`config.mk`:
```
export PLATFORM = sky130hd
export DESIGN_NAME = fnd_scan_driver_flat
export DESIGN_NICKNAME = d
export VERILOG_FILES = /design/src/rtl/fnd_scan_driver_if.sv /design/src/rtl/fnd_scan_driver.sv /design/src/flat_wrapper.sv
export SDC_FILE = /design/constraint.sdc
export NUM_CORES = 1
export LEC_CHECK = 0
export BUFFER_PORTS_ARGS = -buffer_cell sky130_fd_sc_hd__buf_2
export CORE_MARGIN = 1
export CORE_UTILIZATION = 50
export DETAILED_ROUTE_END_ITERATION = 8
export MAX_ROUTING_LAYER = met4
export PLACE_DENSITY_LB_ADDON = 0.15
export SLEW_MARGIN = 20
export SYNTH_ARGS = -nofsm -noshare
export SYNTH_HDL_FRONTEND = slang
export SYNTH_SLANG_ARGS = --single-unit
export TNS_END_PERCENT = 10
```
`constraint.sdc`:
```
create_clock -name clk -period 1.8 [get_ports clk]
set_clock_uncertainty 0.05 [all_clocks]
set_input_delay 0 -clock clk [delete_from_list [all_inputs] [get_ports clk]]
set_output_delay 0 -clock clk [all_outputs]
set_load 0.02 [all_outputs]
```
`src/rtl/fnd_scan_driver_if.sv`:
```
// Bundles the capture-side inputs and scan-side outputs of the FND scan driver.
interface fnd_scan_driver_if #(
    parameter int NUM_DIG = 2
);
    logic                 load;
    logic [8*NUM_DIG-1:0] seg_in;
    logic                 blank_lz;
    logic [7:0]           seg_out;
    logic [NUM_DIG-1:0]   com_n;
    logic                 frame_done;

    modport master (
        output load, seg_in, blank_lz,
        input  seg_out, com_n, frame_done
    );

    modport slave (
        input  load, seg_in, blank_lz,
        output seg_out, com_n, frame_done
    );
endinterface

```
`src/rtl/fnd_scan_driver.sv`:
```
// Time-multiplexed 7-segment scan driver: shadows one pattern per digit and steps a
// shared segment bus plus active-low digit selects through the digits, with dead time.
module fnd_scan_driver #(
    parameter int NUM_DIG  = 2,
    parameter int SCAN_DIV = 50000,
    parameter int DEAD     = 2
) (
    input  logic             clk,
    input  logic             rst_n,
    fnd_scan_driver_if.slave bus
);
    localparam int               CNT_W     = $clog2(SCAN_DIV);
    localparam int               IDX_W     = $clog2(NUM_DIG);
    localparam logic [CNT_W-1:0] CNT_LAST  = CNT_W'(SCAN_DIV - 1);
    localparam logic [CNT_W-1:0] CNT_DEAD  = CNT_W'(DEAD);
    localparam logic [IDX_W-1:0] IDX_LAST  = IDX_W'(NUM_DIG - 1);
    localparam logic [7:0]       ZERO_CODE = 8'b11111100;

    logic [8*NUM_DIG-1:0] r_shadow;
    logic [CNT_W-1:0]     r_cnt;
    logic [IDX_W-1:0]     r_idx;
    logic [7:0]           r_seg;
    logic [NUM_DIG-1:0]   r_comN;
    logic                 r_frameDone;

    logic       w_zeroRun;
    logic [7:0] w_digit;
    logic       w_blank;

    // Walk from the top digit down; a digit is a leading zero only while every digit above it is too.
    always_comb begin
        w_zeroRun = 1'b1;
        w_digit   = 8'h00;
        w_blank   = 1'b0;
        for (int k = NUM_DIG - 1; k >= 0; k--) begin
            w_zeroRun = w_zeroRun && (r_shadow[8*k +: 8] == ZERO_CODE);
            if (r_idx == IDX_W'(k)) begin
                w_digit = r_shadow[8*k +: 8];
                w_blank = bus.blank_lz && w_zeroRun && (k != 0);
            end
        end
    end

    always_ff @(posedge clk or negedge rst_n) begin
        if (!rst_n) begin
            r_shadow    <= '0;
            r_cnt       <= '0;
            r_idx       <= '0;
            r_seg       <= 8'h00;
            r_comN      <= '1;
            r_frameDone <= 1'b0;
        end else begin
            if (bus.load) begin
                r_shadow <= bus.seg_in;
            end

            if (r_cnt == CNT_LAST) begin
                r_cnt <= '0;
                r_idx <= (r_idx == IDX_LAST) ? '0 : r_idx + IDX_W'(1);
            end else begin
                r_cnt <= r_cnt + CNT_W'(1);
            end

            r_frameDone <= (r_cnt == CNT_LAST) && (r_idx == IDX_LAST);

            // Outputs follow the pre-edge cnt/idx/shadow, so a load lands one edge later.
            if (r_cnt < CNT_DEAD) begin
                r_comN <= '1;
                r_seg  <= 8'h00;
            end else begin
                r_comN <= ~(NUM_DIG'(1) << r_idx);
                r_seg  <= w_blank ? 8'h00 : w_digit;
            end
        end
    end

    assign bus.seg_out    = r_seg;
    assign bus.com_n      = r_comN;
    assign bus.frame_done = r_frameDone;
endmodule

```
`src/flat_wrapper.sv`:
```
// flat-port wrapper written by rule: the top's interface ports become plain ports
module fnd_scan_driver_flat 
#(
    parameter int NUM_DIG  = 2,
    parameter int SCAN_DIV = 50000,
    parameter int DEAD     = 2
)
  (clk, rst_n, bus_load, bus_seg_in, bus_blank_lz, bus_seg_out, bus_com_n, bus_frame_done);
  fnd_scan_driver_if #(.NUM_DIG(NUM_DIG)) bus_i ();
  input  logic clk;
  input  logic rst_n;
  input wire logic [$bits(bus_i.load)-1:0] bus_load;
  input wire logic [$bits(bus_i.seg_in)-1:0] bus_seg_in;
  input wire logic [$bits(bus_i.blank_lz)-1:0] bus_blank_lz;
  output wire logic [$bits(bus_i.seg_out)-1:0] bus_seg_out;
  output wire logic [$bits(bus_i.com_n)-1:0] bus_com_n;
  output wire logic [$bits(bus_i.frame_done)-1:0] bus_frame_done;
  assign bus_i.load = bus_load;
  assign bus_i.seg_in = bus_seg_in;
  assign bus_i.blank_lz = bus_blank_lz;
  assign bus_seg_out = bus_i.seg_out;
  assign bus_com_n = bus_i.com_n;
  assign bus_frame_done = bus_i.frame_done;
  fnd_scan_driver #(.NUM_DIG(NUM_DIG), .SCAN_DIV(SCAN_DIV), .DEAD(DEAD)) u_core (.clk(clk), .rst_n(rst_n), .bus(bus_i));
endmodule
```
==> results.txt <==
The highest layer touched by signal routing is met4. The required time at the worst-slack endpoint came out at 2010 ps. The total wire length after detailed routing came out at around 3400 um. STA classifies the critical path endpoint as a flop. The share of total power dissipated in combinational logic is 0.092. The achievable clock frequency is 610 MHz.

The count of flip-flops with a built-in enable after synthesis came out at 0. The post-detailed-placement cell area is 0.00210 mm2. The analysis attributes to cell leakage a power of 1.08 nW.

For the final routed database, the setup TNS stands at 0 ps. The filler cell count in the final layout came out at between 200 and 300. The tightest min-delay check is of the input port to asynchronous set/reset pin type. Data arrives at the worst endpoint at around 1900 ps. The mean routed wirelength per cell is 13.7 um. The most used flip-flop cell after synthesis is sky130_fd_sc_hd__dfrtp_1. The number of global-route vias before repair came out at 1329. The die is 62.6 um tall. The wire length on met3 came out at 155 um. The detailed-routing iteration count for the pre-antenna-repair pass is 5.

The total DRC errors in the routed layout is 0. The total length of routed met2 wires came out at 1610 um. The sequential standard cell area came out at around 0.0011 mm2. Of the post-synthesis cell area, the dominant cell type holds 0.572. The clock-pin slew on the worst setup and hold paths came out at 130 ps. The cell area after layout is about 0.0024 mm2. The count of endpoints failing hold in the final timing report is 0. The count of synthesis-stage warnings from yosys is 0. By count the netlist is led by sky130_fd_sc_hd__dfrtp_1 (42), sky130_fd_sc_hd__nor2_1 (19), sky130_fd_sc_hd__mux2_2 (16). In this run the tool buffered the top-level ports with 30 buffer cells. The total clock buffers created by CTS came out at 5. The initial antenna violation count came out at 0.

In the final layout, the multi-input gates occupy 719 um2. The net switching component of the power is roughly 0.41 mW. In this run, distinct cell masters in the synthesized netlist total 24.

The post-synthesis async set-or-reset flop share came out at 1.00. The number of top-level design ports came out at 31. The run finished with clean final reports. Of the cells placed in the final design, the portion with a size suffix greater than 1 is 0.322. In this run the worst setup path begins at u_core.r_cnt[1]. The worst setup path is launched from a flop. The half-perimeter wire length of the detailed placement result came out at 2390 um. Setup repair after global routing left no endpoint under its margin. The time the worst path needs with I/O delays and setup came out at 1640 ps.

For this design, the sink count on the clock tree is 44. By instance count, the leading cell after synthesis is sky130_fd_sc_hd__dfrtp_1. The power density over the cells is about 840 mW/mm2. The number of pins exceeding their max-slew limit in the final report is 0. The number of routed nets with antenna violations is 0.

The average instance in the mapped netlist occupies between 10 and 15 um2. The effective utilization at floorplan came out at 0.538. The startpoint of the worst-slack reg-to-reg timing path is u_core.r_cnt[1]. For the pin with the worst max-slew slack, the measured transition is 689 ps. The power after layout came out at 1.98 mW. The layout overhead on the synthesized area is 29.3%.

The cell count after synthesis came out at 146. The width of the chip is 62.6 um. The biggest area contributor in the post-synthesis netlist is sky130_fd_sc_hd__dfrtp_1. The startpoint-to-endpoint class of the critical path is flop to flop. Sorting the synthesized cells by area gives the leading types as sky130_fd_sc_hd__dfrtp_1 (57%), sky130_fd_sc_hd__mux2_2 (9.8%), sky130_fd_sc_hd__xnor2_1 (4.8%), sky130_fd_sc_hd__nor2_1 (3.9%), sky130_fd_sc_hd__mux2i_1 (3.8%). TritonCTS built the clock tree. The end point of the critical path is u_core.r_cnt[12]. The final-stage net count came out at 225. The worst reg2reg path depth came out at 5. The cell row count is 21. The final clock period utilization by the worst path is 0.911. The flop and latch count out of synthesis is 44. The wire length of the first global-routing pass is 6070 um. The number of violations of the max-capacitance limit is 0. The worst hold slack across all endpoints came out at 96.3 ps. Detailed routing inserted a total of 1282 vias.

The weighted congestion reported at the end of routability-driven placement came out at 0.871. The cell sitting at the root of the clock tree is a sky130_fd_sc_hd__clkbuf_4. The placeable core region is 0.00342 mm2. The number of nets handed over by synthesis was 167. The routed via count divided by cell count came out at 5.11. The number of antenna diodes in the final layout is 0. For this block, the initial DRC count from the detailed router was 54. The final number of setup-violating endpoints is 0. After clock tree synthesis, the setup repair step added 0 buffers. Of the total power, the share spent switching nets is 0.207. The maximum vdd drop came out at about 0.56 mV. The worst slew margin relative to its limit came out at 0.536. Entering global routing, the biggest net connects between 40 and 50 pins. Across every metal layer, demand over resource in global routing totals 0.204. The met1 routed wirelength after detailed routing came out at 1600 um. The highest net fanout along the worst path is 5. After global routing the overflow that remains totals 0. The endpoint identified for the worst register-to-register timing path is u_core.r_cnt[12].

The mapped netlist covers 0.00184 mm2. The clock share of power came out at 0.368. The longest clock path from root to sink contains 2 buffers.

The fraction of power consumed by sequential logic is 0.540. The clock reaches the later pin of the worst-skew pair after 340 ps. The worst-case register-to-register setup slack came out at 160 ps.

The number of H-tree levels came out at 2. The die covers 0.00392 mm2. The internal power of the cells is 1.57 mW. Of the synthesized area, sequential elements account for 0.601.
-- worst max-delay path: stages (launching register included) --
cell                      delay [ps]
sky130_fd_sc_hd__dfrtp_1         430
sky130_fd_sc_hd__ha_1            220
sky130_fd_sc_hd__nand3_2         170
sky130_fd_sc_hd__nor3_1          340
sky130_fd_sc_hd__and3_1          220
sky130_fd_sc_hd__xor2_1          140
-- timing repair --
action | in CTS | in global routing
resized for setup | 0 | 1
hold buffers | 17 | 0
hold endpoints to repair | 60 | 0
setup endpoints to repair | 0 | 4
-- cell families (layout without fill, tap and decap cells) --
group                      after synthesis  count (layout)  synth area share
adders and majority gates                1               1           0.00681
muxes                                   23              23             0.136
xor gates and xnor gates                15              15            0.0715
and+or+nand+nor                         56              56             0.168
AOI/OAI and AO/OA                        2               2           0.00681
DFF                                     44              44             0.601
buffers and inverters                    5              64            0.0102
-- layout make-up --
class	count	share of cell area
Sequential cell	44	0.465
Tap cell	46	0.0242
Timing Repair Buffer	54	0.162
Clock buffer	6	0.0174
Clock inverter	2	0.0253
Multi-Input combinational cell	97	0.303
Inverter	2	0.00316
-- power by group through the flow --
stage	Clock, mW	Combinational (mW)	Sequential [mW]
final	0.730	0.183	1.07
after global routing	0.787	0.202	1.08
after CTS	0.758	0.185	1.07
after detailed placement	0	0.156	1.09
after global placement	0	0.152	1.09
after floorplan	0	0.0612	1.11
-- through the flow --
step                      setup WS (ps)  utilization  std cells
after global placement              133        0.614        226
after global routing               37.4        0.695        251
after floorplan                     212            -        146
after detailed placement            109        0.614        226
final                               161        0.695        251
after CTS                          65.7        0.694        251
-- state kept, by name (all words and copies together) (netlist names) --
register,flops
u_core.r_cnt,16
u_core.r_shadow,16
u_core.bus.seg_out,8
u_core.bus.com_n,2
u_core.bus.frame_done,1
u_core.r_idx,1
-- layer usage --
layer	GRT usage	up-vias
li1	-	619
met1	0.271	617
met2	0.308	37
met3	0.0365	9
met4	0.0843	0
met5	-	-
-- worst min-delay path by stage --
| stage | start | end | slack (ps) | cells past startpoint |
|---|---|---|---|---|
| floorplan | rst_n | u_core.bus.frame_done | -350 | 0 |
| global placement | rst_n | u_core.r_cnt[1] | -60 | 2 |
| detailed placement | rst_n | u_core.r_cnt[1] | -60 | 2 |
| CTS | rst_n | u_core.r_cnt[14] | 80 | 3 |
| global route | rst_n | u_core.r_cnt[2] | 90 | 3 |
| finish | rst_n | u_core.r_cnt[14] | 100 | 3 |
-- cells in the final DEF (no fill, tap or decap), drive strengths merged, types with 4 or more instances in the layout --
master,n
nand2,9
nor4,7
buf,37
xor2,5
nand3,4
clkbuf,6
nand4,6
xnor2,10
dfrtp,42
mux2,16
nor2,19
mux2i,7
dlygate4sd3,17
nor3,4
Power figures use the tool's default switching activity.
